`config.mk`:
```
export PLATFORM = sky130hd
export DESIGN_NAME = decode_hazard_stage
export DESIGN_NICKNAME = d
export VERILOG_FILES = /design/src/rtl/decode_hazard_stage.sv
export SDC_FILE = /design/constraint.sdc
export NUM_CORES = 1
export LEC_CHECK = 0
export CAP_MARGIN = 20
export CORE_UTILIZATION = 37
export CTS_BUF_LIST = sky130_fd_sc_hd__clkbuf_8
export DETAILED_ROUTE_END_ITERATION = 16
export PLACE_DENSITY = 0.73
export SETUP_SLACK_MARGIN = 0.05
export SYNTH_ARGS = -nofsm -noshare
export SYNTH_HDL_FRONTEND = slang
export SYNTH_SLANG_ARGS = --single-unit
```
`constraint.sdc`:
```
create_clock -name clk -period 3.4 [get_ports clk]
set_clock_uncertainty 0.05 [all_clocks]
set_input_delay 0.68 -clock clk [delete_from_list [all_inputs] [get_ports clk]]
set_output_delay 0.68 -clock clk [all_outputs]
set_load 0.02 [all_outputs]
```
`src/rtl/decode_hazard_stage.sv`:
```
// decode_hazard_stage
//   Decode stage with valid/ready handshake and an ID/EX pipeline register.
//   Splits the instruction, generates control, resolves jumps early, and
//   interlocks load-use and multiply-use hazards with an internal scoreboard.
//
// Ports
//   clk, reset (async, active-low)
//   in_valid/in_ready, pc, instruction         : fetch side
//   ext_stall, flush                            : pipeline control
//   src_reg1/src_reg2                           : comb. register-file read addresses
//   hazard, is_jump, jump_addr                  : comb. interlock / early jump
//   out_valid, out_pc, mimmediat, out_addr_reg1/2, dest_reg, op_code,
//   funct_code, shamt, regwrite, memtoreg, memread, memwrite, byteword,
//   alusrc, branch, is_mult                     : registered ID/EX contents
module decode_hazard_stage #(
  parameter int ADDR_W           = 32,
  parameter int REG_ADDR_W       = 5,
  parameter int MUL_LATENCY      = 4,
  parameter int LOAD_USE_BUBBLES = 1
) (
  input  logic                  clk,
  input  logic                  reset,
  input  logic                  in_valid,
  output logic                  in_ready,
  input  logic [ADDR_W-1:0]     pc,
  input  logic [31:0]           instruction,
  input  logic                  ext_stall,
  input  logic                  flush,
  output logic [REG_ADDR_W-1:0] src_reg1,
  output logic [REG_ADDR_W-1:0] src_reg2,
  output logic                  hazard,
  output logic                  is_jump,
  output logic [ADDR_W-1:0]     jump_addr,
  output logic                  out_valid,
  output logic [ADDR_W-1:0]     out_pc,
  output logic [ADDR_W-1:0]     mimmediat,
  output logic [REG_ADDR_W-1:0] out_addr_reg1,
  output logic [REG_ADDR_W-1:0] out_addr_reg2,
  output logic [REG_ADDR_W-1:0] dest_reg,
  output logic [5:0]            op_code,
  output logic [5:0]            funct_code,
  output logic [4:0]            shamt,
  output logic                  regwrite,
  output logic                  memtoreg,
  output logic                  memread,
  output logic                  memwrite,
  output logic                  byteword,
  output logic                  alusrc,
  output logic                  branch,
  output logic                  is_mult
);

  localparam logic [5:0] OP_RTYPE = 6'h00;
  localparam logic [5:0] OP_JUMP  = 6'h02;
  localparam logic [5:0] OP_BEQ   = 6'h04;
  localparam logic [5:0] OP_ADDI  = 6'h08;
  localparam logic [5:0] OP_ORI   = 6'h0D;
  localparam logic [5:0] OP_LUI   = 6'h0F;
  localparam logic [5:0] OP_LDB   = 6'h20;
  localparam logic [5:0] OP_LDW   = 6'h23;
  localparam logic [5:0] OP_STB   = 6'h28;
  localparam logic [5:0] OP_STW   = 6'h2B;
  localparam logic [5:0] FN_MUL   = 6'h18;

  // one mul entry per cycle the result is still in flight after ID/EX
  localparam int MUL_N = MUL_LATENCY - 1;
  localparam int LDC_W = (LOAD_USE_BUBBLES > 0) ? $clog2(LOAD_USE_BUBBLES + 1) : 1;

  // field split
  logic [5:0]            w_op, w_fn;
  logic [15:0]           w_imm16;
  logic [REG_ADDR_W-1:0] w_rt, w_rd;

  assign w_op     = instruction[31:26];
  assign w_fn     = instruction[5:0];
  assign w_imm16  = instruction[15:0];
  assign src_reg1 = REG_ADDR_W'(instruction[25:21]);
  assign src_reg2 = REG_ADDR_W'(instruction[20:16]);
  assign w_rt     = src_reg2;
  assign w_rd     = REG_ADDR_W'(instruction[15:11]);

  // opcode class
  logic w_r, w_ldw, w_ldb, w_stw, w_stb, w_beq, w_jmp, w_addi, w_ori, w_lui;
  logic w_ld, w_st, w_iop, w_mul;

  assign w_r    = (w_op == OP_RTYPE);
  assign w_ldw  = (w_op == OP_LDW);
  assign w_ldb  = (w_op == OP_LDB);
  assign w_stw  = (w_op == OP_STW);
  assign w_stb  = (w_op == OP_STB);
  assign w_beq  = (w_op == OP_BEQ);
  assign w_jmp  = (w_op == OP_JUMP);
  assign w_addi = (w_op == OP_ADDI);
  assign w_ori  = (w_op == OP_ORI);
  assign w_lui  = (w_op == OP_LUI);
  assign w_ld   = w_ldw | w_ldb;
  assign w_st   = w_stw | w_stb;
  assign w_iop  = w_addi | w_ori | w_lui;
  assign w_mul  = w_r & (w_fn == FN_MUL);

  // decoded fields / control
  logic [ADDR_W-1:0]     w_imm;
  logic [REG_ADDR_W-1:0] w_dest, w_ar1, w_ar2;
  logic                  w_rw, w_rs1_used, w_rs2_used;

  assign w_imm  = w_ori ? ADDR_W'(w_imm16) :
                  w_lui ? ADDR_W'({w_imm16, 16'h0000}) :
                          {{(ADDR_W-16){w_imm16[15]}}, w_imm16};
  assign w_dest = (w_st | w_beq | w_jmp) ? '0 : (w_ld | w_iop) ? w_rt : w_rd;
  assign w_ar2  = (w_ld | w_iop | w_jmp) ? '0 : w_rt;
  assign w_ar1  = (w_lui | w_jmp) ? '0 : src_reg1;
  assign w_rw   = (w_r | w_ld | w_iop) & (w_dest != '0);

  assign w_rs2_used = w_r | w_st | w_beq;
  assign w_rs1_used = ~(w_lui | w_jmp);

  generate
    if (ADDR_W > 28) begin : g_jaddr_hi
      assign jump_addr = {pc[ADDR_W-1:28], instruction[25:0], 2'b00};
    end else begin : g_jaddr
      assign jump_addr = {instruction[25:0], 2'b00};
    end
  endgenerate

  // scoreboard
  logic [LDC_W-1:0]                  r_ld_cnt;
  logic [REG_ADDR_W-1:0]             r_ld_dst;
  logic [MUL_N-1:0]                  r_mul_vld;
  logic [MUL_N-1:0][REG_ADDR_W-1:0]  r_mul_dst;
  logic [MUL_N-1:0]                  w_mul_vld_sh;
  logic [MUL_N-1:0][REG_ADDR_W-1:0]  w_mul_dst_sh;
  logic                              w_ld_hit, w_mul_hit;

  function automatic logic f_match(input logic [REG_ADDR_W-1:0] dst,
                                   input logic [REG_ADDR_W-1:0] rs1,
                                   input logic [REG_ADDR_W-1:0] rs2,
                                   input logic u1, input logic u2);
    return (dst != '0) & ((u1 & (rs1 == dst)) | (u2 & (rs2 == dst)));
  endfunction

  // entries age by one; slot 0 is refilled by the caller
  assign w_mul_vld_sh = r_mul_vld << 1;
  assign w_mul_dst_sh = r_mul_dst << REG_ADDR_W;

  assign w_ld_hit = (r_ld_cnt != '0) &
                    f_match(r_ld_dst, src_reg1, src_reg2, w_rs1_used, w_rs2_used);

  always_comb begin
    w_mul_hit = 1'b0;
    for (int i = 0; i < MUL_N; i++)
      if (r_mul_vld[i] & f_match(r_mul_dst[i], src_reg1, src_reg2, w_rs1_used, w_rs2_used))
        w_mul_hit = 1'b1;
  end

  assign hazard   = in_valid & (w_ld_hit | w_mul_hit);
  assign in_ready = ~hazard & ~ext_stall;
  assign is_jump  = in_valid & w_jmp & in_ready & ~flush;

  always_ff @(posedge clk or negedge reset) begin
    if (!reset) begin
      out_valid     <= 1'b0;
      out_pc        <= '0;
      mimmediat     <= '0;
      out_addr_reg1 <= '0;
      out_addr_reg2 <= '0;
      dest_reg      <= '0;
      op_code       <= '0;
      funct_code    <= '0;
      shamt         <= '0;
      regwrite      <= 1'b0;
      memtoreg      <= 1'b0;
      memread       <= 1'b0;
      memwrite      <= 1'b0;
      byteword      <= 1'b0;
      alusrc        <= 1'b0;
      branch        <= 1'b0;
      is_mult       <= 1'b0;
      r_ld_cnt      <= '0;
      r_ld_dst      <= '0;
      r_mul_vld     <= '0;
      r_mul_dst     <= '0;
    end else if (flush) begin
      out_valid <= 1'b0;
      regwrite  <= 1'b0;
      memread   <= 1'b0;
      memwrite  <= 1'b0;
      branch    <= 1'b0;
      is_mult   <= 1'b0;
      r_ld_cnt  <= '0;
      r_mul_vld <= w_mul_vld_sh;
      r_mul_dst <= w_mul_dst_sh;
    end else if (ext_stall) begin
      // hold everything, scoreboard does not age
    end else if (hazard | ~in_valid) begin
      // bubble: kill control, leave data fields as they were
      out_valid <= 1'b0;
      regwrite  <= 1'b0;
      memread   <= 1'b0;
      memwrite  <= 1'b0;
      branch    <= 1'b0;
      is_mult   <= 1'b0;
      if (r_ld_cnt != '0) r_ld_cnt <= r_ld_cnt - LDC_W'(1);
      r_mul_vld <= w_mul_vld_sh;
      r_mul_dst <= w_mul_dst_sh;
    end else begin
      out_valid     <= 1'b1;
      out_pc        <= pc;
      mimmediat     <= w_imm;
      out_addr_reg1 <= w_ar1;
      out_addr_reg2 <= w_ar2;
      dest_reg      <= w_dest;
      op_code       <= w_op;
      funct_code    <= w_fn;
      shamt         <= instruction[10:6];
      regwrite      <= w_rw;
      memtoreg      <= w_ld;
      memread       <= w_ld;
      memwrite      <= w_st;
      byteword      <= w_ldw | w_stw;
      alusrc        <= w_ld | w_st | w_iop;
      branch        <= w_beq;
      is_mult       <= w_mul;
      if (w_ld && (w_dest != '0)) begin
        r_ld_cnt <= LDC_W'(LOAD_USE_BUBBLES);
        r_ld_dst <= w_dest;
      end else if (r_ld_cnt != '0) begin
        r_ld_cnt <= r_ld_cnt - LDC_W'(1);
      end
      r_mul_vld    <= w_mul_vld_sh;
      r_mul_dst    <= w_mul_dst_sh;
      r_mul_vld[0] <= w_mul;
      r_mul_dst[0] <= w_dest;
    end
  end

endmodule

```
==> impl_metrics.toml <==
[yosys]
synth_adder_area_share_pct = 0
netlist_top_cells_area = "dfrtp_1 (50%), mux2_1 (14%), buf_4 (5.1%)"
synth_top_cell_by_area = "dfrtp_1"
ys_seq_elements = 128
yosysSeqAreaShare_pct = 49.65
yosysTopAreaCellShare_pct = 49.65
syn_area_um2 = 6451
synth_xor_area_share_pct = 5.702
syn_area_per_cell_um2 = 11.48
synthFlopType = "dfrtp_1"
ys_warn_count = 0
synth-edff-count = 0
synthCells = 562
synth-async-reset-ratio_pct = 100.0
synth_cell_types = 45
synth-simple-area-share_pct = 10.16
synthMuxAreaShare_pct = 19.65
synth-compound-area-share_pct = 4.810
synth_top_family_by_area = "multiplexers"

[timing]
hold_ws_ps = 209.4
tightest_slew_ps = 787.0
slew_viol_final = 0
hold_viol_final = 0
setup_violations = 0
min_period_ps = 3339
slew_headroom_pct = 47.53
post-route-period-util_pct = 98.21
setup_ws_ps = 60.78
fin_tns_setup_ps = 0
rsz0062_at_grt = "yes"
timing.fmax_ghz = 0.2995

[die]
rows = 47
die_h_um = 134.0
core-area_um2 = 16820
io_pins = 219
die_area_um2 = 17970
initial_utilization_pct = 38.36
die_w_um = 134.0

[placed_design]
dp_hpwl_um = 12790
placed_cells = 987
portBuffers = 216
gp_congestion = 0.8577
place_ws_ps = -514.4

[worst_setup_path]
cp_top_family = "buffers and inverters"
crit_slowest_cell = "clkdlybuf4s50_1"
crit_arrival_ps = 2610
critPathKind = "in2out"
cp_max_fo = 6
cp_num_buf_inv = 3
crit_required_ps = 2670
critPathCaptureType = "output port"
start_kind = "primary input"
slowest_delay_ps = 470
crit_chain = "clkdlybuf4s50_1 -> buf_4 -> xor2_1 -> nor4_4 -> nor4_4 -> o21ai_1 -> a21oi_1 -> buf_4"

[clock_network]
cts_htree_levels = 4
numCtsBuffers = 17
clk_latency_ps = 440
cts_tree = "yes"
cts_max_path_buffers = 2
hold_buffers = 0
cts-root-buf = "clkbuf_8"
cts.reportedPaths.clkPinSlew_ps = 90
cts.sinks = 128

[global_routing]
grt_first_pass_wirelength_um = 27770
grt_max_degree = 88
grt_pass1_vias = 5295
use_met1_pct = 22.99
grt_overflow = 0
grt.total_usage_pct = 19.97
grtUsageMet2_pct = 35.09
grt_use_met3_pct = 6.047
grt.busiest_layer = "met2"
antenna_found_initial = 0

[outcome]
status = "complete, no violations"

[layout]
diodes = 0
layout-drive-gt1-share_pct = 16.56
fin_cells = 1023
largest_registers = "mimmediat x32, out_pc x32, r_mul_dst x15"
fin_nets = 859
syn_to_final_growth_pct = 47.52

[job]
maxCapViolCount = 0

[power]
power_leakage_nw = 4.347
finalPower_w = 0.004851
p_per_area_nw_per_um2 = 509.8
vdd_drop_max_v = 0.0003110

[routing]
dr_total_vias = 4961
drt_pass1_iterations = 4
routedWlPerCell_um = 17.10
vias_per_cell = 4.849
drt_iter0_drc = 125
ant_nets = 0
drc_errors = 0
totalWireLength_um = 17490

[worst_hold_path]
min_path_type = "in2async"
-- path summary, 6_finish.rpt --
path / end / cells past startpoint / startpoint / slack, ps
max: in_ready / 8 / instruction[16] / 60
min: r_mul_dst[13] / 1 / reset / 210
max reg2reg: op_code[2] / 10 / r_mul_dst[1] / 400
min reg2reg: out_pc[2] / 1 / out_pc[2] / 440
max in group asynchronous: mimmediat[26] / 2 / reset / 2280
min in group clk: out_pc[2] / 1 / out_pc[2] / 440
-- routing by layer --
layer	routed length, um	share of wire (%)	vias up
met1	7139	41	2454
met3	1101	6.3	20
met2	8965	51	163
met5	0	0	-
li1	-	-	2324
met4	284	1.6	0
-- synthesized netlist by cell type, drive strengths merged, types with 7 or more instances --
master	count
nor2b	18
mux2i	31
nor4	11
dfrtp	128
nand2	33
nand3	13
xor2	16
xnor2	26
o21ai	12
o31ai	7
mux2	85
nor2	14
buf	57
inv	28
clkbuf	22
a21oi	16
-- where the power goes --
| part | leakage, nW | total, W | switching (W) | internal, W |
|---|---|---|---|---|
| clock | 0.230 | 0.00151 | 0.000621 | 0.000893 |
| sequential | 1.57 | 0.00189 | 0.000129 | 0.00176 |
| combinational | 2.55 | 0.00145 | 0.000717 | 0.000730 |
| total | 4.35 | 0.00485 | 0.00147 | 0.00338 |
-- final cells by class --
class | instances | area, um2
fillers | 1448 | 7302
flip-flops and latches | 128 | 3203
repair buffers | 287 | 2741
multi-input cells | 328 | 2730
well taps | 220 | 275.3
clock buffers | 18 | 247.7
clock inverters | 14 | 214.0
inverters | 28 | 105.1
-- per-stage QoR --
step	area [um2]	util [%]
2_1_floorplan	6455	-
3_3_place_gp	8892	52.87
3_5_place_dp	8892	52.87
4_1_cts	9373	55.73
5_1_grt	9517	56.58
6_report	9517	56.58
-- layout by cell type, fill, tap and decap left out, drive strengths merged, types with 18 or more instances in the layout --
cell           instances
nor2b                 18
dfrtp                128
nand2                 33
xnor2                 26
clkdlybuf4s50        204
mux2                  85
mux2i                 31
clkbuf                19
inv                   30
buf                   74
-- worst reg2reg max path, delay by kind of cell (launching register included) --
family | cells | cell delay [ps]
buffers and inverters | 4 | 820
AO/OA/AOI/OAI | 3 | 670
AND/OR/NAND/NOR | 2 | 610
flip-flops | 1 | 370
multiplexers | 1 | 360
-- kinds of logic (layout without fill, tap and decap cells) --
family | after synthesis | in the layout
mux | 116 | 116
buf+inv | 107 | 347
xor+xnor | 42 | 42
simple gates | 121 | 121
flops | 128 | 128
other cells | 1 | 2
compound gates | 47 | 47
-- what timing repair did --
action	4_1_cts	5_1_grt
resized for setup	29	17
gates cloned	0	1
setup buffers	0	4
pin swaps	2	8
setup endpoints to repair	58	83
(Power assumes the default switching activity.)
